`src/rtl/nios2_oci_dct_pkg.sv`:
```
// Shared widths, atom encodings and frame layout for the OCI DCT trace packer.
// TRACE_TIMESTAMP_EN widens the frame with a 16-bit cycle timestamp.
package nios2_oci_dct_pkg;

    localparam int ATOM_W    = 2;
    localparam int MAX_ATOMS = 15;
    localparam int CNT_W     = 4;
    localparam int OVF_W     = 8;
    localparam int BUF_W     = ATOM_W * MAX_ATOMS;
    localparam int TS_W      = 16;
`ifdef TRACE_TIMESTAMP_EN
    localparam int FRAME_W   = TS_W + CNT_W + BUF_W;
`else
    localparam int FRAME_W   = CNT_W + BUF_W;
`endif

    localparam int FRM_BUF_LSB = 0;
    localparam int FRM_CNT_LSB = BUF_W;
    localparam int FRM_TS_LSB  = BUF_W + CNT_W;

    localparam logic [ATOM_W-1:0] DCT_NONE = 2'b00;
    localparam logic [ATOM_W-1:0] DCT_NT   = 2'b01;
    localparam logic [ATOM_W-1:0] DCT_TK   = 2'b10;
    localparam logic [ATOM_W-1:0] DCT_IND  = 2'b11;

    localparam logic [CNT_W-1:0] CNT_ZERO = 4'd0;
    localparam logic [CNT_W-1:0] CNT_ONE  = 4'd1;
    localparam logic [CNT_W-1:0] CNT_FULL = 4'd15;
    localparam logic [OVF_W-1:0] OVF_ONE  = 8'd1;
    localparam logic [OVF_W-1:0] OVF_MAX  = 8'hFF;
    localparam logic [BUF_W-1:0] BUF_ZERO = 30'd0;

    // Saturating increment for the dropped-atom counter.
    function automatic logic [OVF_W-1:0] ovf_sat_inc(input logic [OVF_W-1:0] v);
        if (v == OVF_MAX) begin
            ovf_sat_inc = v;
        end else begin
            ovf_sat_inc = v + OVF_ONE;
        end
    endfunction

endpackage

```
`src/rtl/nios2_oci_dct_frame_reg.sv`:
```
// Single-entry valid/ready output register: load a frame, hold it until accepted,
// drain on ready.
module nios2_oci_dct_frame_reg
    import nios2_oci_dct_pkg::*;
(
    input  logic               clk,
    input  logic               reset_n,
    input  logic               load,
    input  logic [FRAME_W-1:0] frame_in,
    input  logic               ready,
    output logic               valid,
    output logic [FRAME_W-1:0] data
);

    // Load wins over drain so back-to-back frames leave no bubble.
    always_ff @(posedge clk or negedge reset_n) begin
        if (!reset_n) begin
            valid <= 1'b0;
            data  <= {FRAME_W{1'b0}};
        end else if (load) begin
            valid <= 1'b1;
            data  <= frame_in;
        end else if (ready) begin
            valid <= 1'b0;
        end else begin
            valid <= valid;
        end
    end

endmodule

```
`src/rtl/nios2_oci_dct_packer.sv`:
```
// Packs 2-bit DCT atoms into a 15-atom buffer and hands full or flushed buffers to
// the frame register. Optional macro: TRACE_TIMESTAMP_EN (adds cycle timestamp).
module nios2_oci_dct_packer
    import nios2_oci_dct_pkg::*;
(
    input  logic               clk,
    input  logic               reset_n,
    input  logic               atom_valid,
    input  logic [1:0]         atom_data,
    input  logic               flush,
    output logic [29:0]        dct_buffer,
    output logic [3:0]         dct_count,
    output logic               frame_valid,
    input  logic               frame_ready,
    output logic [FRAME_W-1:0] frame_data,
    output logic               overflow,
    output logic [7:0]         overflow_cnt
);

    logic [BUF_W-1:0]   buffer_r, buffer_nxt_s;
    logic [CNT_W-1:0]   count_r, count_nxt_s;
    logic               pending_r, pending_nxt_s;
    logic               ovf_r;
    logic [OVF_W-1:0]   ovf_cnt_r;
    logic               slot_free_s, full_s, handoff_s, accept_s, drop_s;
    logic [FRAME_W-1:0] frame_in_s;

    // Handoff and accept/drop decisions for this cycle.
    always_comb begin
        slot_free_s = !frame_valid | frame_ready;
        full_s      = (count_r == CNT_FULL);
        handoff_s   = (full_s | (pending_r & (count_r != CNT_ZERO))) & slot_free_s;
        accept_s    = atom_valid & (!full_s | handoff_s);
        drop_s      = atom_valid & full_s & !handoff_s;
    end

    // Next buffer state: clear on handoff, then pack any accepted atom on top.
    always_comb begin
        buffer_nxt_s = buffer_r;
        count_nxt_s  = count_r;
        if (handoff_s) begin
            buffer_nxt_s = BUF_ZERO;
            count_nxt_s  = CNT_ZERO;
        end else begin
            buffer_nxt_s = buffer_r;
            count_nxt_s  = count_r;
        end
        if (accept_s) begin
            buffer_nxt_s = {buffer_nxt_s[BUF_W-ATOM_W-1:0], atom_data};
            count_nxt_s  = count_nxt_s + CNT_ONE;
        end else begin
            count_nxt_s  = count_nxt_s;
        end
        // A flush only stays pending if something will be left to emit.
        if (flush) begin
            pending_nxt_s = (count_nxt_s != CNT_ZERO);
        end else if (handoff_s) begin
            pending_nxt_s = 1'b0;
        end else begin
            pending_nxt_s = pending_r;
        end
    end

    // Packing buffer, count, flush request and overflow tracking.
    always_ff @(posedge clk or negedge reset_n) begin
        if (!reset_n) begin
            buffer_r  <= BUF_ZERO;
            count_r   <= CNT_ZERO;
            pending_r <= 1'b0;
            ovf_r     <= 1'b0;
            ovf_cnt_r <= {OVF_W{1'b0}};
        end else begin
            buffer_r  <= buffer_nxt_s;
            count_r   <= count_nxt_s;
            pending_r <= pending_nxt_s;
            if (drop_s) begin
                ovf_r     <= 1'b1;
                ovf_cnt_r <= ovf_sat_inc(ovf_cnt_r);
            end
        end
    end

`ifdef TRACE_TIMESTAMP_EN
    logic [TS_W-1:0] ts_r;

    // Free-running cycle timestamp, wraps naturally.
    always_ff @(posedge clk or negedge reset_n) begin
        if (!reset_n) begin
            ts_r <= 16'd0;
        end else begin
            ts_r <= ts_r + 16'd1;
        end
    end

    assign frame_in_s = {ts_r, count_r, buffer_r};
`else
    assign frame_in_s = {count_r, buffer_r};
`endif

    nios2_oci_dct_frame_reg u_frame_reg (
        .clk      (clk),
        .reset_n  (reset_n),
        .load     (handoff_s),
        .frame_in (frame_in_s),
        .ready    (frame_ready),
        .valid    (frame_valid),
        .data     (frame_data)
    );

    assign dct_buffer   = buffer_r;
    assign dct_count    = count_r;
    assign overflow     = ovf_r;
    assign overflow_cnt = ovf_cnt_r;

endmodule

```
`config.mk`:
```
export PLATFORM = sky130hd
export DESIGN_NAME = nios2_oci_dct_packer
export DESIGN_NICKNAME = d
export VERILOG_FILES = /design/src/rtl/nios2_oci_dct_pkg.sv /design/src/rtl/nios2_oci_dct_frame_reg.sv /design/src/rtl/nios2_oci_dct_packer.sv
export SDC_FILE = /design/constraint.sdc
export NUM_CORES = 1
export LEC_CHECK = 0
export BUFFER_PORTS_ARGS = -buffer_cell sky130_fd_sc_hd__buf_4
export CORE_MARGIN = 2
export CORE_UTILIZATION = 40
export DETAILED_ROUTE_END_ITERATION = 7
export PLACE_DENSITY = 0.65
export SKIP_LAST_GASP = 1
export SLEW_MARGIN = 20
export SYNTH_ARGS = -nofsm -noshare
export SYNTH_HDL_FRONTEND = slang
export SYNTH_HIERARCHICAL = 1
export SYNTH_SLANG_ARGS = --single-unit
export TNS_END_PERCENT = 10
```
`constraint.sdc`:
```
create_clock -name clk -period 2.1 [get_ports clk]
set_input_delay 0.42 -clock clk [delete_from_list [all_inputs] [get_ports clk]]
set_output_delay 0.42 -clock clk [all_outputs]
set_load 0.05 [all_outputs]
```
==> run_results.csv <==
group,metric,value,unit
run_status,status,"finished clean",
clock_tree,htree_num_levels,3,
drt,drt_first_pass_iters,5,
final_layout,mostFrequentLayoutCells,"91 x buf_4, 74 x dfrtp_1, 63 x nand2_1",
sta,worst_pin_slew,446,ps
drt,viasPerCell,4.94,
drt,wl,6.91,mm
sta,rsz0062_at_grt,"false",
final_layout,fill_cells,750,
grt,gr-total-overflow,0,
drt,drtIter0Drc,85,
placement,dp_hpwl,4.60,mm
clock_tree,clockBufferDepth,2,
sta,clock.fmax,0.505,GHz
final_layout,drive_above_1_share,0.418,
grt,grt_max_degree,50,
yosys,synth_fp_nets,278,
clock_tree,tritoncts,"yes",
worst_setup_path,path_max_fanout,7,
pwr,power.leakage,2.16,nW
sta,setup_viol,0,
sta,slew_headroom,0.702,
yosys,synthXorXnorAreaFrac,0.0235,
floorplanning,dieArea,9130,µm²
clock_tree,cts.sinks,79,
floorplanning,die_x,95.5,µm
yosys,synth_mux_area_frac,0.153,
yosys,synthCells,269,
worst_setup_path,ff2ff_setup_slack,120,ps
yosys,synth_ff_type,"dfrtp_1",
clock_tree,cts_root_buffer,"clkbuf_8",
floorplanning,initial_core_util,0.410,
sta,hold_violations,0,
drt,vias,2317,
grt,grt_pass1_vias,2290,
pwr,ir_worst_vdd,0.750,mV
flow_run,max_cap_violations,0,
grt,grt_first_pass_wirelength,11.4,mm
yosys,synth_cell_types,32,
grt,grt_use_total,0.161,
placement,gp_congestion,0.850,
clock_tree,cts_hold_buf,0,
sta,drv_slew,0,
yosys,avgSynthCellArea,12.5,µm²
yosys,synthAdderAreaFrac,0.00747,
drt,ant_nets,0,
worst_setup_path,critPathKind,"reg -> reg",
sta,finalCriticalPeriod,1980,ps
worst_setup_path,cp.required,2320,ps
worst_setup_path,arrival,2200,ps
sta,timing.hold.ws,18.2,ps
placement,io_buffers,84,
clock_tree,cts_setup_buffers,0,
pwr,power_density,1310,nW/µm²
yosys,ys_async_sr_fraction,1.00,
grt,antenna_found_initial,0,
placement,place_area,4110,µm²
clock_tree,ctsResizeCount,0,
yosys,synth-edff-count,0,
min_path,min_path_type,"in -> async",
placement,place_ws,124,ps
floorplanning,pin_count,85,
yosys,syn_area,3350,µm²
yosys,yosys.area_share.simple,0.107,
yosys,synth_top_family_by_area,"multiplexers",
final_layout,syn2layout_area_growth,29.0,%
placement,dp_cells,453,
floorplanning,die-height,95.5,µm
yosys,seq_area_frac_synth,0.590,
floorplanning,rows,33,
clock_tree,clk_pin_slew,80,ps
yosys,ys_warn_count,6,
final_layout,fin_nets,368,
sta,setup_ws,118,ps
worst_setup_path,cp-end-kind,"flop",
final_layout,fin_area,4320,µm²
clock_tree,numCtsBuffers,9,
yosys,synth-compound-area-share,0.0803,
worst_setup_path,start_kind,"flop",
yosys,ys_ff_latch,79,
sta,timing.final.crit_share,0.944,
floorplanning,core,8180,µm²
drt,post_drt_wl_per_cell,14.7,µm
final_layout,final_common_cell,"buf_4",
sta,fin_skew,10.2,ps
final_layout,diodes,0,
clock_tree,clkLatencyLatePin,340,ps
drt,drc,0,
final_layout,fin_cells,469,
==> path summary, 6_finish.rpt <==
| path | start | end | cells after the start |
|---|---|---|---|
| min in group clk | atom_data[0] | dct_buffer[0]$_DFF_PN0_ | 2 |
| min | reset_n | u_frame_reg/data[31]$_DFFE_PN0P_ | 1 |
| min reg2reg | overflow$_DFFE_PN0P_ | overflow$_DFFE_PN0P_ | 1 |
| max in group asynchronous | reset_n | dct_buffer[14]$_DFF_PN0_ | 2 |
| max | dct_count[3]$_DFF_PN0_ | pending_r$_DFFE_PN0P_ | 7 |
| max reg2reg | dct_count[3]$_DFF_PN0_ | pending_r$_DFFE_PN0P_ | 7 |
==> power by group <==
part	internal [mW]	switching (mW)
logic	0.884	1.56
clock network	0.666	0.546
registers	1.78	0.241
total	3.33	2.35
==> critical path, cell delays in order (launching register included) <==
cell and delay, ps:
dfrtp_2 450, and4_1 230, o21a_4 230, nor2b_1 160
ha_1 160, nand2_1 50, xor2_1 170, o41a_1 420
==> state kept, by name, summed over array words and instances, names as in the netlist <==
| register | flops |
|---|---|
| u_frame_reg/data | 34 |
| dct_buffer | 30 |
| overflow_cnt | 8 |
| dct_count | 4 |
| overflow | 1 |
| pending_r | 1 |
| u_frame_reg/valid | 1 |
==> kinds of logic after synthesis <==
kind of cell | after synthesis
XOR/XNOR | 9
AO/OA/AOI/OAI | 42
flip-flops | 79
adder cells (fa/ha/maj) | 2
AND/OR/NAND/NOR | 84
buffers and inverters | 17
multiplexers | 36
==> final cells by class <==
cell class / count / area (µm²) / share of cell area
clock inverters: 6 / 85.1 / 0.0197
clock buffers: 10 / 128 / 0.0295
inverters: 3 / 11.3 / 0.00260
well taps: 105 / 131 / 0.0304
multi-input cells: 173 / 1260 / 0.292
repair buffers: 93 / 723 / 0.167
flip-flops and latches: 79 / 1980 / 0.459
==> cells in the mapped netlist (3+ instances only) <==
library cell | count | area (µm²)
a21oi_1 | 30 | 150
and3_1 | 3 | 18.8
buf_12 | 3 | 60.1
clkbuf_1 | 6 | 22.5
dfrtp_1 | 79 | 1980
inv_1 | 3 | 11.3
mux2_2 | 5 | 56.3
mux2_4 | 29 | 435
nand2_1 | 63 | 236
nand4_1 | 5 | 31.3
nor2_1 | 4 | 15.0
nor2b_1 | 3 | 18.8
xnor2_1 | 7 | 61.3
==> layer usage <==
metal,vias to the layer above,track usage,share of wire
met5,-,0,0
met2,72,0.240,0.47
met1,1147,0.220,0.46
met3,7,0.0482,0.065
li1,1091,-,-
met4,0,0.0643,0.011
==> metrics by stage <==
| stage | utilization | setup TNS, ps | power [mW] |
|---|---|---|---|
| 6_report | 0.529 | 0 | 5.68 |
| 5_1_grt | 0.529 | 0 | 5.98 |
| 4_1_cts | 0.529 | 0 | 5.76 |
| 3_5_place_dp | 0.503 | 0 | 4.53 |
| 3_3_place_gp | 0.503 | 0 | 4.50 |
| 2_1_floorplan | - | -15.1 | 3.97 |
(Power assumes the default switching activity.)
